[src/rtl/pipe_reg_chain_if.sv]
// Handshake and control bundle for pipe_reg_chain.
// master = producer/consumer side, slave = the chain itself.
interface pipe_reg_chain_if #(
    parameter int WIDTH = 32,
    parameter int DEPTH = 3
);
    localparam int OCC_W = $clog2(DEPTH + 1);

    logic             InValid;
    logic             InReady;
    logic [WIDTH-1:0] InData;
    logic             OutValid;
    logic             OutReady;
    logic [WIDTH-1:0] OutData;
    logic [DEPTH-1:0] Flush;
    logic             ClearAll;
    logic [OCC_W-1:0] Occupancy;

    modport master (
        output InValid, InData, OutReady, Flush, ClearAll,
        input  InReady, OutValid, OutData, Occupancy
    );

    modport slave (
        input  InValid, InData, OutReady, Flush, ClearAll,
        output InReady, OutValid, OutData, Occupancy
    );
endinterface

[src/rtl/pipe_reg_chain.sv]
// Elastic chain of DEPTH valid-tagged pipeline registers with per-stage flush,
// lockstep stall (COLLAPSE=0) or bubble-collapsing per-stage ready (COLLAPSE=1).
module pipe_reg_chain #(
    parameter int WIDTH    = 32,
    parameter int DEPTH    = 3,
    parameter bit COLLAPSE = 1'b0,
    parameter bit CLRDATA  = 1'b0
) (
    input  logic            clk,
    input  logic            reset,
    pipe_reg_chain_if.slave bus
);
    localparam int OCC_W = $clog2(DEPTH + 1);

    logic [DEPTH-1:0] r_valid;
    logic [WIDTH-1:0] r_data [DEPTH];

    logic [DEPTH-1:0] w_rdy;
    logic [DEPTH-1:0] w_flush;
    logic [DEPTH-1:0] w_prev_valid;
    logic [WIDTH-1:0] w_prev_data [DEPTH];
    logic [OCC_W-1:0] w_occ;

    // Ready is built from stage state and OutReady only, so Flush never reaches InReady.
    // NOTE: every always_comb output gets a default first so no path leaves it unassigned (no latch).
    always_comb begin
        logic v_rdy;
        w_rdy = '0;
        v_rdy = ~r_valid[DEPTH-1] | bus.OutReady;
        if (COLLAPSE) begin
            for (int i = DEPTH - 1; i >= 0; i--) begin
                v_rdy    = ~r_valid[i] | v_rdy;
                w_rdy[i] = v_rdy;
            end
        end else begin
            w_rdy = {DEPTH{v_rdy}};
        end
    end

    always_comb begin
        w_flush         = bus.Flush | {DEPTH{bus.ClearAll}};
        w_prev_valid    = '0;
        w_prev_valid[0] = bus.InValid;
        w_prev_data[0]  = bus.InData;
        for (int i = 1; i < DEPTH; i++) begin
            w_prev_valid[i] = r_valid[i-1];
            w_prev_data[i]  = r_data[i-1];
        end
    end

    always_comb begin
        w_occ = '0;
        for (int i = 0; i < DEPTH; i++) begin
            w_occ = w_occ + OCC_W'(r_valid[i]);
        end
    end

    // NOTE: data regs are reset too, so OutData is a known zero out of reset.
    // NOTE: sequential state uses non-blocking assignments so every stage samples pre-edge values.
    always_ff @(posedge clk or posedge reset) begin
        if (reset) begin
            r_valid <= '0;
            for (int i = 0; i < DEPTH; i++) begin
                r_data[i] <= '0;
            end
        end else begin
            for (int i = 0; i < DEPTH; i++) begin
                // Flush wins over hold: a stalled stage is still squashed.
                if (w_flush[i]) begin
                    r_valid[i] <= 1'b0;
                end else if (w_rdy[i]) begin
                    r_valid[i] <= w_prev_valid[i];
                end

                if (w_flush[i] && CLRDATA) begin
                    r_data[i] <= '0;
                end else if (w_rdy[i] && w_prev_valid[i]) begin
                    r_data[i] <= w_prev_data[i];
                end
            end
        end
    end

    assign bus.InReady   = w_rdy[0];
    assign bus.OutValid  = r_valid[DEPTH-1];
    assign bus.OutData   = r_data[DEPTH-1];
    assign bus.Occupancy = w_occ;
endmodule
[src/flat_wrapper.sv]
// flat-port wrapper written by rule: the top's interface ports become plain ports
module pipe_reg_chain_flat 
#(
    parameter int WIDTH    = 32,
    parameter int DEPTH    = 3,
    parameter bit COLLAPSE = 1'b0,
    parameter bit CLRDATA  = 1'b0
)
  (clk, reset, bus_InValid, bus_InData, bus_OutReady, bus_Flush, bus_ClearAll, bus_InReady, bus_OutValid, bus_OutData, bus_Occupancy);
  pipe_reg_chain_if #(.WIDTH(WIDTH), .DEPTH(DEPTH)) bus_i ();
  input  logic clk;
  input  logic reset;
  input wire logic [$bits(bus_i.InValid)-1:0] bus_InValid;
  input wire logic [$bits(bus_i.InData)-1:0] bus_InData;
  input wire logic [$bits(bus_i.OutReady)-1:0] bus_OutReady;
  input wire logic [$bits(bus_i.Flush)-1:0] bus_Flush;
  input wire logic [$bits(bus_i.ClearAll)-1:0] bus_ClearAll;
  output wire logic [$bits(bus_i.InReady)-1:0] bus_InReady;
  output wire logic [$bits(bus_i.OutValid)-1:0] bus_OutValid;
  output wire logic [$bits(bus_i.OutData)-1:0] bus_OutData;
  output wire logic [$bits(bus_i.Occupancy)-1:0] bus_Occupancy;
  assign bus_i.InValid = bus_InValid;
  assign bus_i.InData = bus_InData;
  assign bus_i.OutReady = bus_OutReady;
  assign bus_i.Flush = bus_Flush;
  assign bus_i.ClearAll = bus_ClearAll;
  assign bus_InReady = bus_i.InReady;
  assign bus_OutValid = bus_i.OutValid;
  assign bus_OutData = bus_i.OutData;
  assign bus_Occupancy = bus_i.Occupancy;
  pipe_reg_chain #(.WIDTH(WIDTH), .DEPTH(DEPTH), .COLLAPSE(COLLAPSE), .CLRDATA(CLRDATA)) u_core (.clk(clk), .reset(reset), .bus(bus_i));
endmodule
[config.mk]
export PLATFORM = sky130hd
export DESIGN_NAME = pipe_reg_chain_flat
export DESIGN_NICKNAME = d
export VERILOG_FILES = /design/src/rtl/pipe_reg_chain_if.sv /design/src/rtl/pipe_reg_chain.sv /design/src/flat_wrapper.sv
export SDC_FILE = /design/constraint.sdc
export NUM_CORES = 1
export LEC_CHECK = 0
export BUFFER_PORTS_ARGS = -buffer_cell sky130_fd_sc_hd__buf_2
export CAP_MARGIN = 25
export CORE_UTILIZATION = 55
export DETAILED_ROUTE_END_ITERATION = 6
export HOLD_SLACK_MARGIN = 0.15
export PLACE_DENSITY = 0.76
export SLEW_MARGIN = 40
export SYNTH_ARGS = -nofsm -noshare
export SYNTH_HDL_FRONTEND = slang
export SYNTH_SLANG_ARGS = --single-unit
[constraint.sdc]
create_clock -name clk -period 3.4 [get_ports clk]
set_input_delay 0.51 -clock clk [delete_from_list [all_inputs] [get_ports clk]]
set_output_delay 0.51 -clock clk [all_outputs]
set_load 0.005 [all_outputs]
==> results by group <==
STA
  • Max transition margin: between 60% and 70%
  • RSZ-0062 raised after global routing: no
  • Period minus WS final: a little under 2 ns
  • Hold Slack: approximately 0.22 ns
  • Setup tns final: 0 ns
  • Final Setup Violations: 0
  • Worst setup margin: 1.44 ns
  • Slew Viols, Final: 0
  • Period utilization: a little under three fifths
  • Slew at the pin closest to its max-slew limit: 0.557 ns
  • Fmax: 511 MHz
  • Final hold vios: 0
  • Fin Clk Skew: 0.00932 ns

Logic synthesis
  • Top FF cell, synth: dfrtp_1
  • Synthesized cell area: 0.00445 sq mm
  • Synth top area share: between 50% and 60%
  • Post-synth top cells: dfrtp_1 (99), mux2_4 (88), buf_4 (32), buf_12 (9), mux2_2 (8)
  • Post-synthesis sequential area ratio: 55.7%
  • Post-Syn Instances: 249
  • Mean area per synthesized cell: 17.9 sq um
  • Cell variety after synth: 14
  • Syn nets: 290
  • Flops & latches, synth: 99
  • Synth async-reset ratio: 100%
  • Area leader, netlist: dfrtp_1
  • Synth warn: 0
  • Number of synthesized flops with an enable pin: 0
  • Top-count cell post-synth: dfrtp_1
  • Synth top area cells: dfrtp_1 (56%), mux2_4 (30%), buf_4 (5.4%)

Global route
  • Grt ovf: 0
  • Grt met1 use: 25.8%
  • Grt met3 use: 4.23%
  • Gr busiest metal: met1
  • Largest net degree at the start of global routing: between 60 and 70
  • Grt met2 use: 25.4%
  • Initial antenna violation count: 0
  • Vias in the first global route: 2115
  • First-pass GRT wire length: 11100 microns
  • Global-route usage over all layers: roughly 18%

Pwr
  • Lkg Pwr: 2.50 nW
  • Power Density: 632 mW/mm^2
  • Maximum VDD drop: 0.000264 V

Clock network
  • CTS Buffer Depth: 2
  • CTS H-tree lvls: 3
  • CTS root buffer: clkbuf_8
  • Clk slew on worst S/H paths: 0.09 ns
  • CTS tree: done
  • CTS buffer count: 9
  • Cts repair resizes: 0
  • Insertion delay to the later sink of the worst-skew pair: 0.35 ns
  • # clock sinks: just under 100
  • Post-CTS setup buffers: 0
  • Hold Buf Count CTS: 0

Worst setup path
  • Critical path class: reg2out
  • Reg2Reg Depth: 4
  • R2r startpoint: u_core.r_valid[2]$_DFFE_PP0P_
  • Crit-path max FO: 3
  • CP startpoint: u_core.r_valid[0]$_DFFE_PP0P_
  • Crit Reg-Reg Endpoint: u_core.bus.OutData[29]$_DFFE_PP0P_
  • Arr. time, crit path: around 1.5 ns
  • CP endpoint: bus_Occupancy[0]
  • Reg-to-reg setup timing slack: 1.85 ns
  • Worst setup SP type: register
  • WP data required: 2.89 ns
  • Worst Setup End Kind: primary output

Floorplan
  • CORE AREA: 0.00777 sq mm
  • Initial core utilization: approximately 57%
  • Die Area: between 0.008 and 0.009 sq mm
  • Die Span Y: 91.9 microns
  • I/O pin count: 76
  • Die span in x: between 90 and 100 microns
  • Row cnt: 32

Drt
  • Final Routed Wirelength: 6600 microns
  • Vias per Instance: 4.94
  • Total DRC errors in the routed layout: 0
  • DR vias: 1992
  • Router iterations before antenna repair: 4
  • Starting DRT DRC Count: 52
  • Wire length per cell: 16.4 microns
  • Post-DRT Antenna Nets: 0

Placement
  • Hpwl dp: 4460 microns
  • GP Congestion: 0.738
  • Placed instance area: ~0.0045 sq mm
  • Dpl ws: around 1.6 ns
  • IO buf count: between 70 and 80

Layout
  • Multi-input gate area: about 0.0015 sq mm
  • Layout area overhead: 6.97%
  • Fill count: 582
  • Share of layout cells above drive strength 1: 64.5%
  • Final instance area: approximately 0.0048 sq mm
  • Total Nets Final: 337
  • Reg area: 0.00248 sq mm
  • Antenna cells: 0

Status
  • Outcome: finished clean

Min path
  • Path type of the worst min-delay path: in2async

Job
  • Max Cap Viol: 0
[area by class of cell]
type	instances	area share, %
sequential	99	52.1
multi-input combinational	107	32.3
timing repair buffer	77	8.20
clock buffer	10	2.68
tap	102	2.68
clock inverter	6	1.68
inverter	2	0.421
[per-stage QoR]
step	utilization, %	power (W)	std cells
finish	61.3	0.00301	403
global route	61.3	0.00317	403
CTS	61.2	0.00304	403
detailed placement	58.6	0.00225	387
global placement	58.6	0.00223	387
floorplan	-	0.00221	249
[per-layer routing]
layer | vias up | share of wire (%)
li1 | 918 | -
met2 | 49 | 45
met3 | 6 | 4.0
met1 | 1019 | 49
met5 | - | 0
met4 | 0 | 1.2
[where the power goes]
part	total, W	internal (W)	switching (W)
registers	0.00160	0.00144	0.000157
logic	0.000624	0.000444	0.000180
clock network	0.000788	0.000410	0.000378
total	0.00301	0.00229	0.000715
[registers in the layout (all words and copies together), names as in the netlist]
name / count
u_core.r_data: 64
u_core.bus.OutData: 32
u_core.r_valid: 3
[cells by family (layout without fill, tap and decap cells)]
logic type | count (synthesis) | in the layout | share of synthesized area [%]
and+or+nand+nor | 8 | 8 | 2.02
adders and majority gates | 1 | 1 | 0.450
muxes | 96 | 96 | 31.7
DFF | 99 | 99 | 55.7
AOI/OAI and AO/OA | 2 | 2 | 0.337
buffers and inverters | 43 | 95 | 9.79
[layout by cell type, fill, tap and decap left out]
master     synthesis  routed
buf_4             32       2
inv_6              0       1
nor2b_4            1       1
buf_2              0      75
a211oi_1           2       2
mux2_2             8       8
nor3_1             1       1
mux2_4            88      88
bufinv_16          0       2
clkbuf_8           0       9
dfrtp_1           99      99
inv_8              1       1
nor2_1             1       1
nand2_1            2       2
clkbuf_1           0       1
nand2_8            3       3
clkinv_2           0       4
fa_1               1       1
[critical path, cell delays in order, from the launching register on]
cell	delay, ns
dfrtp_1	0.48
fa_1	0.53
buf_2	0.10
[worst min-delay path by stage]
| stage | to | cells after the start | slack, ns | start |
|---|---|---|---|---|
| floorplan | u_core.bus.OutData[29]$_DFFE_PP0P_ | 1 | 0.47 | u_core.r_data[61]$_DFFE_PP0P_ |
| global placement | u_core.bus.OutData[29]$_DFFE_PP0P_ | 1 | 0.49 | u_core.r_data[61]$_DFFE_PP0P_ |
| detailed placement | u_core.bus.OutData[13]$_DFFE_PP0P_ | 1 | 0.49 | u_core.bus.OutData[13]$_DFFE_PP0P_ |
| CTS | u_core.r_valid[2]$_DFFE_PP0P_ | 2 | 0.30 | bus_Flush[2] |
| global route | u_core.bus.OutData[6]$_DFFE_PP0P_ | 2 | 0.25 | reset |
| finish | u_core.bus.OutData[10]$_DFFE_PP0P_ | 2 | 0.22 | reset |
No activity file was read; power rests on OpenSTA's default activity.
